### config.mk
export PLATFORM = sky130hd
export DESIGN_NAME = fpnew_order_arb
export DESIGN_NICKNAME = d
export VERILOG_FILES = /design/src/rtl/fpnew_order_arb.sv
export SDC_FILE = /design/constraint.sdc
export NUM_CORES = 1
export LEC_CHECK = 0
export ABC_AREA = 1
export BUFFER_PORTS_ARGS = -buffer_cell sky130_fd_sc_hd__buf_2
export CORE_UTILIZATION = 36
export CTS_CLUSTER_DIAMETER = 30
export CTS_CLUSTER_SIZE = 12
export DETAILED_ROUTE_END_ITERATION = 6
export PLACE_DENSITY = 0.79
export SYNTH_ARGS = -nofsm -noshare
export SYNTH_HDL_FRONTEND = slang
export SYNTH_SLANG_ARGS = --single-unit
export TNS_END_PERCENT = 100
### constraint.sdc
create_clock -name clk_i -period 2.2 [get_ports clk_i]
set_clock_uncertainty 0.1 [all_clocks]
set_input_delay 0.44 -clock clk_i [delete_from_list [all_inputs] [get_ports clk_i]]
set_output_delay 0.44 -clock clk_i [all_outputs]
set_load 0.01 [all_outputs]
### src/rtl/fpnew_order_arb.sv
// In-order result arbiter: records the dispatch order of operations to slices and
// releases slice results strictly in that order. Optional macro: FPNEW_ORDER_STALL_CNT_EN.
module fpnew_order_arb #(
    parameter int unsigned NumSlices = 4,
    parameter int unsigned Depth     = 8,
    parameter int unsigned DataWidth = 38,
    localparam int unsigned IdxWidth = (NumSlices > 1) ? $clog2(NumSlices) : 1,
    localparam int unsigned CntWidth = $clog2(Depth + 1)
) (
    input  logic                           clk_i,
    input  logic                           rst_ni,
    input  logic                           flush_i,
    input  logic                           issue_valid_i,
    input  logic [IdxWidth-1:0]            issue_slice_i,
    output logic                           issue_ready_o,
    input  logic [NumSlices-1:0]           slice_valid_i,
    input  logic [NumSlices*DataWidth-1:0] slice_data_i,
    output logic [NumSlices-1:0]           slice_ready_o,
    output logic                           out_valid_o,
    output logic [DataWidth-1:0]           out_data_o,
    input  logic                           out_ready_i,
    output logic [CntWidth-1:0]            occupancy_o,
    output logic                           err_o
`ifdef FPNEW_ORDER_STALL_CNT_EN
    ,
    output logic [31:0]                    stall_cnt_o
`endif
);

    localparam int unsigned PtrWidth = $clog2(Depth);
    localparam logic [IdxWidth:0] NumSlicesW = (IdxWidth + 1)'(NumSlices);

    logic [IdxWidth-1:0] mem_q [Depth];
    logic [IdxWidth-1:0] mem_d [Depth];
    logic [PtrWidth-1:0] wr_ptr_q, wr_ptr_d;
    logic [PtrWidth-1:0] rd_ptr_q, rd_ptr_d;
    logic [CntWidth-1:0] cnt_q, cnt_d;
    logic                err_q, err_d;

    logic                full, empty, head_valid, push, pop, in_range;
    logic [IdxWidth-1:0] head;

    always_comb begin
        full          = (cnt_q == CntWidth'(Depth));
        empty         = (cnt_q == '0);
        head          = mem_q[rd_ptr_q];
        in_range      = ({1'b0, issue_slice_i} < NumSlicesW);
        issue_ready_o = !full && !flush_i;

        // Decode the head index by comparison so no out-of-range bit select is ever formed.
        head_valid    = 1'b0;
        out_data_o    = '0;
        slice_ready_o = '0;
        for (int unsigned i = 0; i < NumSlices; i++) begin
            if (head == IdxWidth'(i)) begin
                head_valid       = slice_valid_i[i];
                out_data_o       = slice_data_i[i*DataWidth +: DataWidth];
                slice_ready_o[i] = out_ready_i && !empty && !flush_i;
            end
        end

        out_valid_o = !empty && !flush_i && head_valid;
        push        = issue_valid_i && issue_ready_o && in_range;
        pop         = out_valid_o && out_ready_i;

        mem_d    = mem_q;
        wr_ptr_d = wr_ptr_q;
        rd_ptr_d = rd_ptr_q;
        cnt_d    = cnt_q;
        err_d    = err_q || (issue_valid_i && issue_ready_o && !in_range);

        if (flush_i) begin
            wr_ptr_d = '0;
            rd_ptr_d = '0;
            cnt_d    = '0;
        end else begin
            if (push) begin
                mem_d[wr_ptr_q] = issue_slice_i;
                wr_ptr_d        = wr_ptr_q + PtrWidth'(1);
            end
            if (pop) begin
                rd_ptr_d = rd_ptr_q + PtrWidth'(1);
            end
            case ({push, pop})
                2'b10:   cnt_d = cnt_q + CntWidth'(1);
                2'b01:   cnt_d = cnt_q - CntWidth'(1);
                default: cnt_d = cnt_q;
            endcase
        end
    end

    always_ff @(posedge clk_i or negedge rst_ni) begin
        if (!rst_ni) begin
            for (int unsigned i = 0; i < Depth; i++) begin
                mem_q[i] <= '0;
            end
            wr_ptr_q <= '0;
            rd_ptr_q <= '0;
            cnt_q    <= '0;
            err_q    <= 1'b0;
        end else begin
            mem_q    <= mem_d;
            wr_ptr_q <= wr_ptr_d;
            rd_ptr_q <= rd_ptr_d;
            cnt_q    <= cnt_d;
            err_q    <= err_d;
        end
    end

    assign occupancy_o = cnt_q;
    assign err_o       = err_q;

`ifdef FPNEW_ORDER_STALL_CNT_EN
    logic [31:0] stall_cnt_q, stall_cnt_d;

    always_comb begin
        stall_cnt_d = stall_cnt_q;
        if (!empty && !head_valid && (stall_cnt_q != '1)) begin
            stall_cnt_d = stall_cnt_q + 32'd1;
        end
    end

    always_ff @(posedge clk_i or negedge rst_ni) begin
        if (!rst_ni) begin
            stall_cnt_q <= '0;
        end else begin
            stall_cnt_q <= stall_cnt_d;
        end
    end

    assign stall_cnt_o = stall_cnt_q;
`endif

endmodule

==> impl_metrics.toml <==
[logic_synthesis]
synth_flop_cell = "dfrtp_1"
synth_area_per_cell_um2 = 6.26
yosys-top-cells-count = "nand2_1 (107), nand3_1 (71), inv_1 (30)"
synth_top_area_cell = "dfrtp_1"
synth-xor-area-share = 0.0103
post-synth-top-count-cell = "nand2_1"
synth_top_area_share = 0.255
synthTopCellsByArea = "dfrtp_1 (26%), nand2_1 (16%), nand3_1 (14%)"
synth_top_family_by_area = "simple AND/OR/NAND/NOR gates"
synth.area.mux_share = 0
synthAdderAreaFrac = 0.0275
ys_types = 33
synth_area_um2 = 2550
yosys_warnings = 0
syn-instance-count = 407
synth-seq-cells = 26
syn_nets = 575
synth_async_sr_flop_share = 1.00
synth-simple-area-share = 0.441
yosysSeqAreaShare = 0.255
synth-edff-count = 0
synth-compound-area-share = 0.159

[clocking]
postCtsHoldBufs = 0
cts_tree = "done"
cts-root-buf = "clkbuf_8"
clockBufferDepth = 2
clk_latency_ns = 0.27
cts_buffers = 3
cts_htree_levels = 1
clkSlewWorstSetupHoldPaths_ns = 0.09
clock_sinks = 26

[timing]
maxSlewHeadroom = 0.606
tightest_slew_ns = 0.591
timing.final.crit_share = 1.22
fmax_mhz = 371
setup_viol = 46
period_minus_slack_ns = 2.69
hold_viol_final = 0
setup_slack_ns = -0.494
maxSlewViolCount = 0
rsz0062_at_grt = "yes"

[worst_setup_path]
end_kind = "output port"
required_ns = 1.66
arrival_ns = 2.15
rrSetupSlack_ns = -0.42
startpoint = "rd_ptr_q[0]$_DFFE_PN0P_"
startpoint_type = "register"
crit_type = "reg -> out"
r2r-end = "occupancy_o[3]$_DFFE_PN0P_"
worstPathMaxFanout = 5
rr_worst_depth = 22
r2r_start = "rd_ptr_q[0]$_DFFE_PN0P_"

[status]
failed_checks = "negative setup slack"
status = "finished with violations"

[global_route]
overflow = 0
grt_start_max_net_pins = 30
grt_pass1_vias = 3838
track_usage = 0.328
grt_first_pass_wirelength_mm = 18.6
grt_antenna_before_repair = 0

[placed_design]
dp_slack_ns = -0.446
detailed_place_hpwl_mm = 9.54
portBuffers = 210
gp_congestion = 0.915

[floorplan]
die_h_um = 86.1
rows = 30
die_w_um = 86.1
start_util = 0.373
coreArea_um2 = 6830
num_io_pins = 212
dieArea_um2 = 7420

[route]
wl_per_cell_um = 16.7
drt-initial-drc-count = 159
routed_wl_mm = 12.5
viasPerCell = 5.38
drc = 0
vias = 4043
dr.pass1.iters = 5
ant_nets = 0

[final_layout]
num_antenna_cells = 0
fin_nets = 825
layout-drive-gt1-share = 0.527
nFillCells = 597
area_growth_pct = 82.7

[power_and_ir_drop]
internal-power_mw = 3.58
power.switching_mw = 3.53
seqPwrFrac = 0.100
leakage_nw = 2.39
power.total_mw = 7.11
peakVddDrop_v = 0.000808
p_per_area_nw_per_um2 = 1530
pwr-share-clk = 0.055
p_comb_frac = 0.845
switching_share = 0.496

[job]
cap_violations = 0

[hold_path]
hold_path_class = "in -> async"
==> per-layer routing <==
metal / track usage / vias up / part of all wire
met1: 0.351 / 1886 / 0.36
met5: 0 / - / 0
met4: 0.185 / 0 / 0.061
met2: 0.621 / 212 / 0.52
met3: 0.0356 / 52 / 0.064
li1: - / 1893 / -
==> state kept, by name, indices dropped and copies added (netlist names) <==
| register | count |
|---|---|
| occupancy_o | 4 |
| rd_ptr_q | 3 |
| mem_q | 16 |
| wr_ptr_q | 3 |
==> timing repair <==
| action | 4_1_cts | 5_1_grt |
|---|---|---|
| setup endpoints to repair | 46 | 48 |
| gates cloned | 4 | 0 |
| endpoints found under the hold margin | 0 | 0 |
| pin swaps | 15 | 20 |
| setup buffers | 8 | 3 |
| resized for setup | 52 | 50 |
==> power groups by stage <==
stage,Clock [mW],Sequential [mW],Combinational (mW)
detailed placement,0,0.715,4.60
global route,0.419,0.727,6.43
floorplan,0,0.722,2.69
global placement,0,0.709,4.50
CTS,0.399,0.707,5.40
finish,0.390,0.709,6.01
==> layout by cell type, fill, tap and decap left out, types with 3 or more instances in the layout <==
| cell | n |
|---|---|
| a21oi_1 | 3 |
| a221oi_2 | 15 |
| buf_12 | 7 |
| buf_2 | 209 |
| buf_4 | 34 |
| buf_6 | 15 |
| buf_8 | 3 |
| clkbuf_8 | 3 |
| dfrtp_1 | 24 |
| ha_1 | 3 |
| inv_1 | 30 |
| nand2_1 | 92 |
| nand2_2 | 17 |
| nand2_4 | 6 |
| nand3_1 | 63 |
| nand3_2 | 8 |
| nand4_1 | 22 |
| nor2_1 | 27 |
| nor2_4 | 4 |
| o21ai_0 | 17 |
| o21ai_1 | 21 |
==> worst max path at each step <==
| stage | endpoint | cells past startpoint | slack [ns] |
|---|---|---|---|
| 6_report | out_data_o[32] | 13 | -0.49 |
| 5_1_grt | occupancy_o[3]$_DFFE_PN0P_ | 22 | -0.61 |
| 4_1_cts | out_data_o[36] | 13 | -0.49 |
| 3_5_place_dp | occupancy_o[3]$_DFFE_PN0P_ | 19 | -0.45 |
| 3_3_place_gp | occupancy_o[3]$_DFFE_PN0P_ | 19 | -0.31 |
| 2_1_floorplan | occupancy_o[3]$_DFFE_PN0P_ | 21 | -0.21 |
==> worst max-delay path, cell delays in order (launching register included) <==
cell	delay, ns
dfrtp_2	0.46
buf_6	0.15
nand2_1	0.08
nand3_2	0.08
nand2_4	0.09
nand2_2	0.07
nand2_4	0.10
buf_6	0.10
nor2_4	0.04
buf_12	0.13
buf_6	0.14
a221oi_4	0.20
o21ai_1	0.10
buf_2	0.14
==> logic make-up after synthesis <==
group                      Yosys count
AOI/OAI and AO/OA                   66
DFF                                 26
adders and majority gates            5
and+or+nand+nor                    245
other                                1
xor gates and xnor gates             3
buffers and inverters               61
==> cell type report <==
type / instances / area (um2) / area share
Clock inverter: 1 / 30.0 / 0.00645
Inverter: 36 / 150 / 0.0323
Clock buffer: 3 / 41.3 / 0.00887
Sequential cell: 26 / 653 / 0.140
Timing Repair Buffer: 270 / 1710 / 0.367
Tap cell: 96 / 120 / 0.0258
Multi-Input combinational cell: 320 / 1950 / 0.419
==> metrics by stage <==
| step | util | setup TNS [ns] | hold WS [ns] | std cells | instance area, um2 |
|---|---|---|---|---|---|
| after CTS | 0.644 | -18.96 | 0.0746 | 749 | 4400 |
| after global placement | 0.585 | -8.69 | 0.370 | 733 | 4000 |
| after detailed placement | 0.585 | -10.92 | 0.372 | 733 | 4000 |
| after floorplan | - | -0.223 | 0.0444 | 407 | 2580 |
| after global routing | 0.681 | -23.74 | 0.0953 | 752 | 4650 |
| final | 0.681 | -19.02 | 0.0654 | 752 | 4650 |
(Power assumes the default switching activity.)
